[config.mk]
export PLATFORM = sky130hd
export DESIGN_NAME = gt_reset_sequencer_flat
export DESIGN_NICKNAME = d
export VERILOG_FILES = /design/src/rtl/gt_reset_sequencer_if.sv /design/src/rtl/gt_reset_sequencer.sv /design/src/flat_wrapper.sv
export SDC_FILE = /design/constraint.sdc
export NUM_CORES = 1
export LEC_CHECK = 0
export CORE_MARGIN = 4
export CORE_UTILIZATION = 50
export DETAILED_ROUTE_END_ITERATION = 10
export HOLD_SLACK_MARGIN = 0.03
export PLACE_DENSITY = 0.73
export REMOVE_ABC_BUFFERS = 1
export SETUP_SLACK_MARGIN = 0.15
export SYNTH_ARGS = -nofsm -noshare
export SYNTH_HDL_FRONTEND = slang
export SYNTH_SLANG_ARGS = --single-unit
[constraint.sdc]
create_clock -name CLK -period 2.7 [get_ports CLK]
set_input_delay 0.405 -clock CLK [delete_from_list [all_inputs] [get_ports CLK]]
set_output_delay 0.405 -clock CLK [all_outputs]
set_load 0.1 [all_outputs]
[src/rtl/gt_reset_sequencer_if.sv]
// Status/control bundle between the GT reset sequencer and the logic that observes it.
// The slave modport is taken by the sequencer; the master modport is taken by the lane/control side.
interface gt_reset_sequencer_if #(
    parameter int NUM_CH    = 2,
    parameter int MAX_RETRY = 3
);
    localparam int RETRY_W = (MAX_RETRY > 0) ? $clog2(MAX_RETRY + 1) : 1;

    logic [NUM_CH-1:0]  LANE_UP;
    logic               RETRIGGER;
    logic               RESET_GT;
    logic               DONE;
    logic               FAIL;
    logic [RETRY_W-1:0] RETRY_CNT;
    logic [2:0]         STATE;

    modport master (
        output LANE_UP,
        output RETRIGGER,
        input  RESET_GT,
        input  DONE,
        input  FAIL,
        input  RETRY_CNT,
        input  STATE
    );

    modport slave (
        input  LANE_UP,
        input  RETRIGGER,
        output RESET_GT,
        output DONE,
        output FAIL,
        output RETRY_CNT,
        output STATE
    );
endinterface

[src/rtl/gt_reset_sequencer.sv]
// GT reset sequencer: a train of reset pulses, then a wait for all lanes to stay up,
// with bounded retries, a sticky FAILED state, and restart on lane loss or retrigger.
module gt_reset_sequencer #(
    parameter int NUM_CH       = 2,
    parameter int PULSE_CYC    = 50,
    parameter int GAP_CYC      = 50,
    parameter int NUM_PULSES   = 2,
    parameter int STABLE_CYC   = 16,
    parameter int LOCK_TIMEOUT = 4096,
    parameter int MAX_RETRY    = 3
) (
    input  logic                   CLK,
    input  logic                   RESET,
    gt_reset_sequencer_if.slave    seq
);
    localparam int MAX_PG  = (PULSE_CYC > GAP_CYC) ? PULSE_CYC : GAP_CYC;
    localparam int MAX_CYC = (MAX_PG > LOCK_TIMEOUT) ? MAX_PG : LOCK_TIMEOUT;
    localparam int CNT_W   = (MAX_CYC > 1) ? $clog2(MAX_CYC) : 1;
    localparam int STB_W   = $clog2(STABLE_CYC + 1);
    localparam int PIDX_W  = $clog2(NUM_PULSES + 1);
    localparam int RETRY_W = (MAX_RETRY > 0) ? $clog2(MAX_RETRY + 1) : 1;

    localparam logic [CNT_W-1:0]   PULSE_LAST   = CNT_W'(PULSE_CYC - 1);
    localparam logic [CNT_W-1:0]   GAP_LAST     = CNT_W'(GAP_CYC - 1);
    localparam logic [CNT_W-1:0]   TIMEOUT_LAST = CNT_W'(LOCK_TIMEOUT - 1);
    localparam logic [STB_W-1:0]   STABLE_LAST  = STB_W'(STABLE_CYC - 1);
    localparam logic [PIDX_W-1:0]  PIDX_LAST    = PIDX_W'(NUM_PULSES - 1);
    localparam logic [RETRY_W-1:0] RETRY_MAX    = RETRY_W'(MAX_RETRY);

    typedef enum logic [2:0] {
        ST_PULSE   = 3'd0,
        ST_GAP     = 3'd1,
        ST_WAIT_UP = 3'd2,
        ST_LOCKED  = 3'd3,
        ST_FAILED  = 3'd4
    } state_t;

    state_t             state_r;
    logic [CNT_W-1:0]   cyc_cnt_r;
    logic [STB_W-1:0]   stable_cnt_r;
    logic [PIDX_W-1:0]  pulse_idx_r;
    logic [RETRY_W-1:0] retry_cnt_r;
    logic               gt_reset_r;
    logic               done_r;
    logic               fail_r;
    logic               all_up_s;

    assign all_up_s = &seq.LANE_UP;

    // Sequencer FSM; gt_reset_r always tracks "next state is PULSE" so it lines up with state_r.
    always_ff @(posedge CLK) begin
        if (RESET || seq.RETRIGGER) begin
            state_r      <= ST_PULSE;
            cyc_cnt_r    <= '0;
            stable_cnt_r <= '0;
            pulse_idx_r  <= '0;
            retry_cnt_r  <= '0;
            gt_reset_r   <= 1'b1;
            done_r       <= 1'b0;
            fail_r       <= 1'b0;
        end else begin
            case (state_r)
                ST_PULSE: begin
                    if (cyc_cnt_r == PULSE_LAST) begin
                        cyc_cnt_r  <= '0;
                        gt_reset_r <= 1'b0;
                        if (pulse_idx_r == PIDX_LAST) begin
                            state_r      <= ST_WAIT_UP;
                            pulse_idx_r  <= '0;
                            stable_cnt_r <= '0;
                        end else begin
                            state_r <= ST_GAP;
                        end
                    end else begin
                        cyc_cnt_r <= cyc_cnt_r + CNT_W'(1);
                    end
                end
                ST_GAP: begin
                    if (cyc_cnt_r == GAP_LAST) begin
                        cyc_cnt_r   <= '0;
                        state_r     <= ST_PULSE;
                        gt_reset_r  <= 1'b1;
                        pulse_idx_r <= pulse_idx_r + PIDX_W'(1);
                    end else begin
                        cyc_cnt_r <= cyc_cnt_r + CNT_W'(1);
                    end
                end
                ST_WAIT_UP: begin
                    // Lock is tested first so it wins over a coincident timeout.
                    if (all_up_s && (stable_cnt_r == STABLE_LAST)) begin
                        state_r      <= ST_LOCKED;
                        done_r       <= 1'b1;
                        cyc_cnt_r    <= '0;
                        stable_cnt_r <= '0;
                    end else if (cyc_cnt_r == TIMEOUT_LAST) begin
                        cyc_cnt_r    <= '0;
                        stable_cnt_r <= '0;
                        pulse_idx_r  <= '0;
                        if (retry_cnt_r < RETRY_MAX) begin
                            state_r     <= ST_PULSE;
                            gt_reset_r  <= 1'b1;
                            retry_cnt_r <= retry_cnt_r + RETRY_W'(1);
                        end else begin
                            state_r <= ST_FAILED;
                            fail_r  <= 1'b1;
                        end
                    end else begin
                        cyc_cnt_r    <= cyc_cnt_r + CNT_W'(1);
                        stable_cnt_r <= all_up_s ? (stable_cnt_r + STB_W'(1)) : '0;
                    end
                end
                ST_LOCKED: begin
                    if (!all_up_s) begin
                        state_r      <= ST_PULSE;
                        gt_reset_r   <= 1'b1;
                        done_r       <= 1'b0;
                        retry_cnt_r  <= '0;
                        pulse_idx_r  <= '0;
                        cyc_cnt_r    <= '0;
                        stable_cnt_r <= '0;
                    end else begin
                        done_r <= 1'b1;
                    end
                end
                ST_FAILED: begin
                    gt_reset_r <= 1'b0;
                    fail_r     <= 1'b1;
                end
                default: begin
                    state_r      <= ST_PULSE;
                    cyc_cnt_r    <= '0;
                    stable_cnt_r <= '0;
                    pulse_idx_r  <= '0;
                    retry_cnt_r  <= '0;
                    gt_reset_r   <= 1'b1;
                    done_r       <= 1'b0;
                    fail_r       <= 1'b0;
                end
            endcase
        end
    end

    assign seq.RESET_GT  = RESET | gt_reset_r;
    assign seq.DONE      = done_r;
    assign seq.FAIL      = fail_r;
    assign seq.RETRY_CNT = retry_cnt_r;
    assign seq.STATE     = state_r;

endmodule

[src/flat_wrapper.sv]
// flat-port wrapper written by rule: the top's interface ports become plain ports
module gt_reset_sequencer_flat 
#(
    parameter int NUM_CH       = 2,
    parameter int PULSE_CYC    = 50,
    parameter int GAP_CYC      = 50,
    parameter int NUM_PULSES   = 2,
    parameter int STABLE_CYC   = 16,
    parameter int LOCK_TIMEOUT = 4096,
    parameter int MAX_RETRY    = 3
)
  (CLK, RESET, seq_LANE_UP, seq_RETRIGGER, seq_RESET_GT, seq_DONE, seq_FAIL, seq_RETRY_CNT, seq_STATE);
  gt_reset_sequencer_if #(.NUM_CH(NUM_CH), .MAX_RETRY(MAX_RETRY)) seq_i ();
  input  logic CLK;
  input  logic RESET;
  input wire logic [$bits(seq_i.LANE_UP)-1:0] seq_LANE_UP;
  input wire logic [$bits(seq_i.RETRIGGER)-1:0] seq_RETRIGGER;
  output wire logic [$bits(seq_i.RESET_GT)-1:0] seq_RESET_GT;
  output wire logic [$bits(seq_i.DONE)-1:0] seq_DONE;
  output wire logic [$bits(seq_i.FAIL)-1:0] seq_FAIL;
  output wire logic [$bits(seq_i.RETRY_CNT)-1:0] seq_RETRY_CNT;
  output wire logic [$bits(seq_i.STATE)-1:0] seq_STATE;
  assign seq_i.LANE_UP = seq_LANE_UP;
  assign seq_i.RETRIGGER = seq_RETRIGGER;
  assign seq_RESET_GT = seq_i.RESET_GT;
  assign seq_DONE = seq_i.DONE;
  assign seq_FAIL = seq_i.FAIL;
  assign seq_RETRY_CNT = seq_i.RETRY_CNT;
  assign seq_STATE = seq_i.STATE;
  gt_reset_sequencer #(.NUM_CH(NUM_CH), .PULSE_CYC(PULSE_CYC), .GAP_CYC(GAP_CYC), .NUM_PULSES(NUM_PULSES), .STABLE_CYC(STABLE_CYC), .LOCK_TIMEOUT(LOCK_TIMEOUT), .MAX_RETRY(MAX_RETRY)) u_core (.CLK(CLK), .RESET(RESET), .seq(seq_i));
endmodule
==> flow_metrics.py <==
metrics = {
    "outcome": {
        "status": "finished clean",
    },
    "critical_path": {
        "reg2reg_depth": 8,
        "max_stage_delay_ns": 0.52,
        "r2r_end": "u_core.cyc_cnt_r[7]",
        "cp.arrival_ns": 2.66,
        "crit_fanout": 5,
        "critPathLaunch": "u_core.stable_cnt_r[0]",
        "r2r-start": "u_core.stable_cnt_r[0]",
        "rrSetupSlack_ns": 0.31,
        "critPathLaunchType": "register",
        "path_class": "register to register",
        "required_ns": 2.97,
        "cp_cell_sequence": "ha_1 -> and3_1 -> ha_1 -> nand3_1 -> and3_1 -> a21oi_1 -> or4b_1 -> a31oi_1",
        "crit_path_top_delay_cell": "or4b_1",
        "end_kind": "register",
    },
    "global_route": {
        "grt-ovfl-total": 0,
        "groute.usage.overall_pct": 16.8,
        "antenna_found_initial": 0,
        "grt_max_degree": 21,
        "grt_pass1_wl_microns": 5690,
        "first_global_vias": 1285,
    },
    "yosys": {
        "synth.avg_cell_area_sq_um": 8.51,
        "yosys.area_share.simple_pct": 31.9,
        "async_flop_share_pct": 0,
        "synth_top_family_by_area": "simple AND/OR/NAND/NOR gates",
        "yosysTopAreaCell": "dfxtp_1",
        "synth_flop_cell": "dfxtp_1",
        "synth_cell_type_count": 54,
        "synth_fa_ha_area_share_pct": 4.82,
        "muxShareOfSynthArea_pct": 2.65,
        "synthCells": 183,
        "synth-xor-area-share_pct": 3.38,
        "ys_top_cells_by_area": "dfxtp_1 (35%), nor2_1 (5.3%), ha_1 (4.8%), nand2_1 (3.1%), a21oi_1 (2.9%)",
        "synth-compound-area-share_pct": 18.4,
        "synth_edf_count": 0,
        "synth_top_area_share_pct": 34.7,
        "synth_seq_cells": 27,
        "synth_warnings": 0,
        "synth_seq_area_share_pct": 34.7,
        "syn_area_sq_mm": 0.00156,
    },
    "floorplan": {
        "initial_core_util_pct": 54.6,
        "std_cell_rows": 19,
        "core_sq_mm": 0.00285,
        "die_area_sq_mm": 0.00407,
        "io_pins": 13,
        "dieHeight_microns": 63.8,
        "die_w_microns": 63.8,
    },
    "layout": {
        "antennaDiodeCount": 0,
        "utilization_pct": 59.2,
        "drive_gt1_share_pct": 14.6,
        "postLayoutCellArea_sq_mm": 0.00169,
        "fin_nets": 204,
        "syn2layout_area_growth_pct": 8.44,
    },
    "clock_network": {
        "clockRootBuffer": "clkbuf_4",
        "hold_buffers": 0,
        "clock_sinks": 27,
        "htreeDepth": 1,
        "clock_latency_ns": 0.34,
        "max-clock-path-buffers": 2,
        "cts-resized-gates": 0,
        "post-cts-setup-buffers": 0,
        "cts_tree": "done",
        "path_clk_slew_ns": 0.16,
        "numCtsBuffers": 3,
    },
    "timing": {
        "setup_tns_ns": 0,
        "hold_viol": 0,
        "max_slew.worst_pin.slew_ns": 0.549,
        "period_share_pct": 88.6,
        "fmax_mhz": 418,
        "finalMaxSlewViolations": 0,
        "finalSetupViolCount": 0,
        "rsz0062_at_grt": "false",
        "slew_headroom_pct": 63.3,
        "skew_ns": 0.0120,
        "min_period_ns": 2.39,
    },
    "detailed_routing": {
        "drtPass1Iterations": 4,
        "viasPerCell": 6.17,
        "wirelength_microns": 3310,
        "ant_nets": 0,
        "wl_per_cell_microns": 14.8,
        "vias": 1377,
        "drc": 0,
        "drt-initial-drc-count": 59,
    },
    "power_and_ir_drop": {
        "p_int_mw": 0.467,
        "pwr-share-comb_pct": 3.6,
        "p_per_area_mw_per_mm2": 360,
        "switching_power_mw": 0.140,
        "swShare_pct": 23.1,
        "power_frac_seq_pct": 66.2,
        "power.leakage_nw": 0.600,
        "ir_drop_v": 0.000281,
        "p_clk_share_pct": 30.2,
    },
    "place": {
        "place_area_sq_mm": 0.00166,
        "gp_congestion": 0.890,
        "io_buffers": 12,
        "dp_hpwl_microns": 2420,
    },
    "worst_hold_path": {
        "hold_end": "u_core.pulse_idx_r[1]",
        "hp-class": "register to register",
        "min_path_cells": 2,
        "hold_path_startpoint": "u_core.pulse_idx_r[1]",
    },
    "run": {
        "cap_violations": 0,
    },
}
-- Yosys cell counts (all sizes together), types with 3 or more instances --
cell type and n:
a211oi 3, a21oi 9, a22oi 3, a31oi 7, and3 4, buf 4, clkbuf 4, dfxtp 27
ha 6, inv 6, mux2i 3, nand2 13, nand2b 4, nand3 6, nand4 7, nor2 22
nor4 4, o21ai 8, o22ai 3, or2 4, or4 4, xor2 4
-- through the flow --
step / std cells / hold WS [ns] / power, mW / worst slack, ns
floorplan: 175 / 0.450 / 0.419 / 0.0647
global placement: 219 / 0.456 / 0.431 / 0.402
detailed placement: 219 / 0.494 / 0.433 / 0.355
CTS: 223 / 0.514 / 0.611 / 0.325
global route: 223 / 0.523 / 0.629 / 0.168
finish: 223 / 0.510 / 0.608 / 0.307
-- area by class of cell --
class	instances	area, sq um
tap	31	38.8
inverter	6	22.5
clock buffer	4	26.3
timing repair buffer	13	108
multi-input combinational	142	952
sequential	27	541
fill	258	1160
-- layout by cell type, fill, tap and decap left out, drive strengths merged, types with 3 or more instances in the layout --
cell,n
and3,4
a22oi,3
a21oi,9
buf,9
a211oi,3
o22ai,3
or2,4
dfxtp,27
a31oi,7
inv,6
nand2b,4
xor2,4
mux2i,3
or4,4
nor2,22
nand4,7
clkbuf,4
clkdlybuf4s50,4
nor4,4
nand2,13
o21ai,8
nand3,6
ha,6
-- layer usage --
layer | routed length, microns | vias to the layer above | GRT usage, %
li1 | - | 689 | -
met1 | 1580 | 657 | 23.5
met2 | 1530 | 27 | 27.4
met3 | 168 | 4 | 2.10
met4 | 34 | 0 | 4.04
met5 | 0 | - | 0
-- logic make-up after synthesis --
kind of cell	after synthesis
buf+inv	14
compound gates	43
mux	4
fa+ha+maj	6
flops	27
xor+xnor	6
simple gates	83
-- state kept, by name, summed over array words and instances (netlist names) --
name / cells
u_core.seq.RETRY_CNT: 2
u_core.stable_cnt_r: 5
u_core.cyc_cnt_r: 12
u_core.seq.STATE: 3
u_core.pulse_idx_r: 2
u_core.seq.FAIL: 1
u_core.seq.DONE: 1
u_core.gt_reset_r: 1
-- power groups by stage --
stage,sequential (mW),combinational (mW),clock [mW]
finish,0.402,0.0216,0.184
global route,0.403,0.0239,0.202
CTS,0.402,0.0218,0.187
detailed placement,0.411,0.0218,0
global placement,0.411,0.0205,0
floorplan,0.410,0.00851,0
-- worst max-delay path: cells and delay by family, from the launching register on --
family | cells | cell delay [ns]
and+or+nand+nor | 4 | 1.19
DFF | 1 | 0.37
adders and majority gates | 2 | 0.45
AOI/OAI and AO/OA | 2 | 0.32
-- worst max path at each step --
stage | endpoint | slack, ns | depth (start not counted)
finish | u_core.cyc_cnt_r[7] | 0.31 | 8
global placement | u_core.cyc_cnt_r[7] | 0.40 | 6
detailed placement | u_core.cyc_cnt_r[7] | 0.35 | 6
floorplan | u_core.cyc_cnt_r[7] | 0.06 | 5
global route | u_core.cyc_cnt_r[7] | 0.17 | 8
CTS | u_core.cyc_cnt_r[7] | 0.32 | 8
Power figures use the tool's default switching activity.
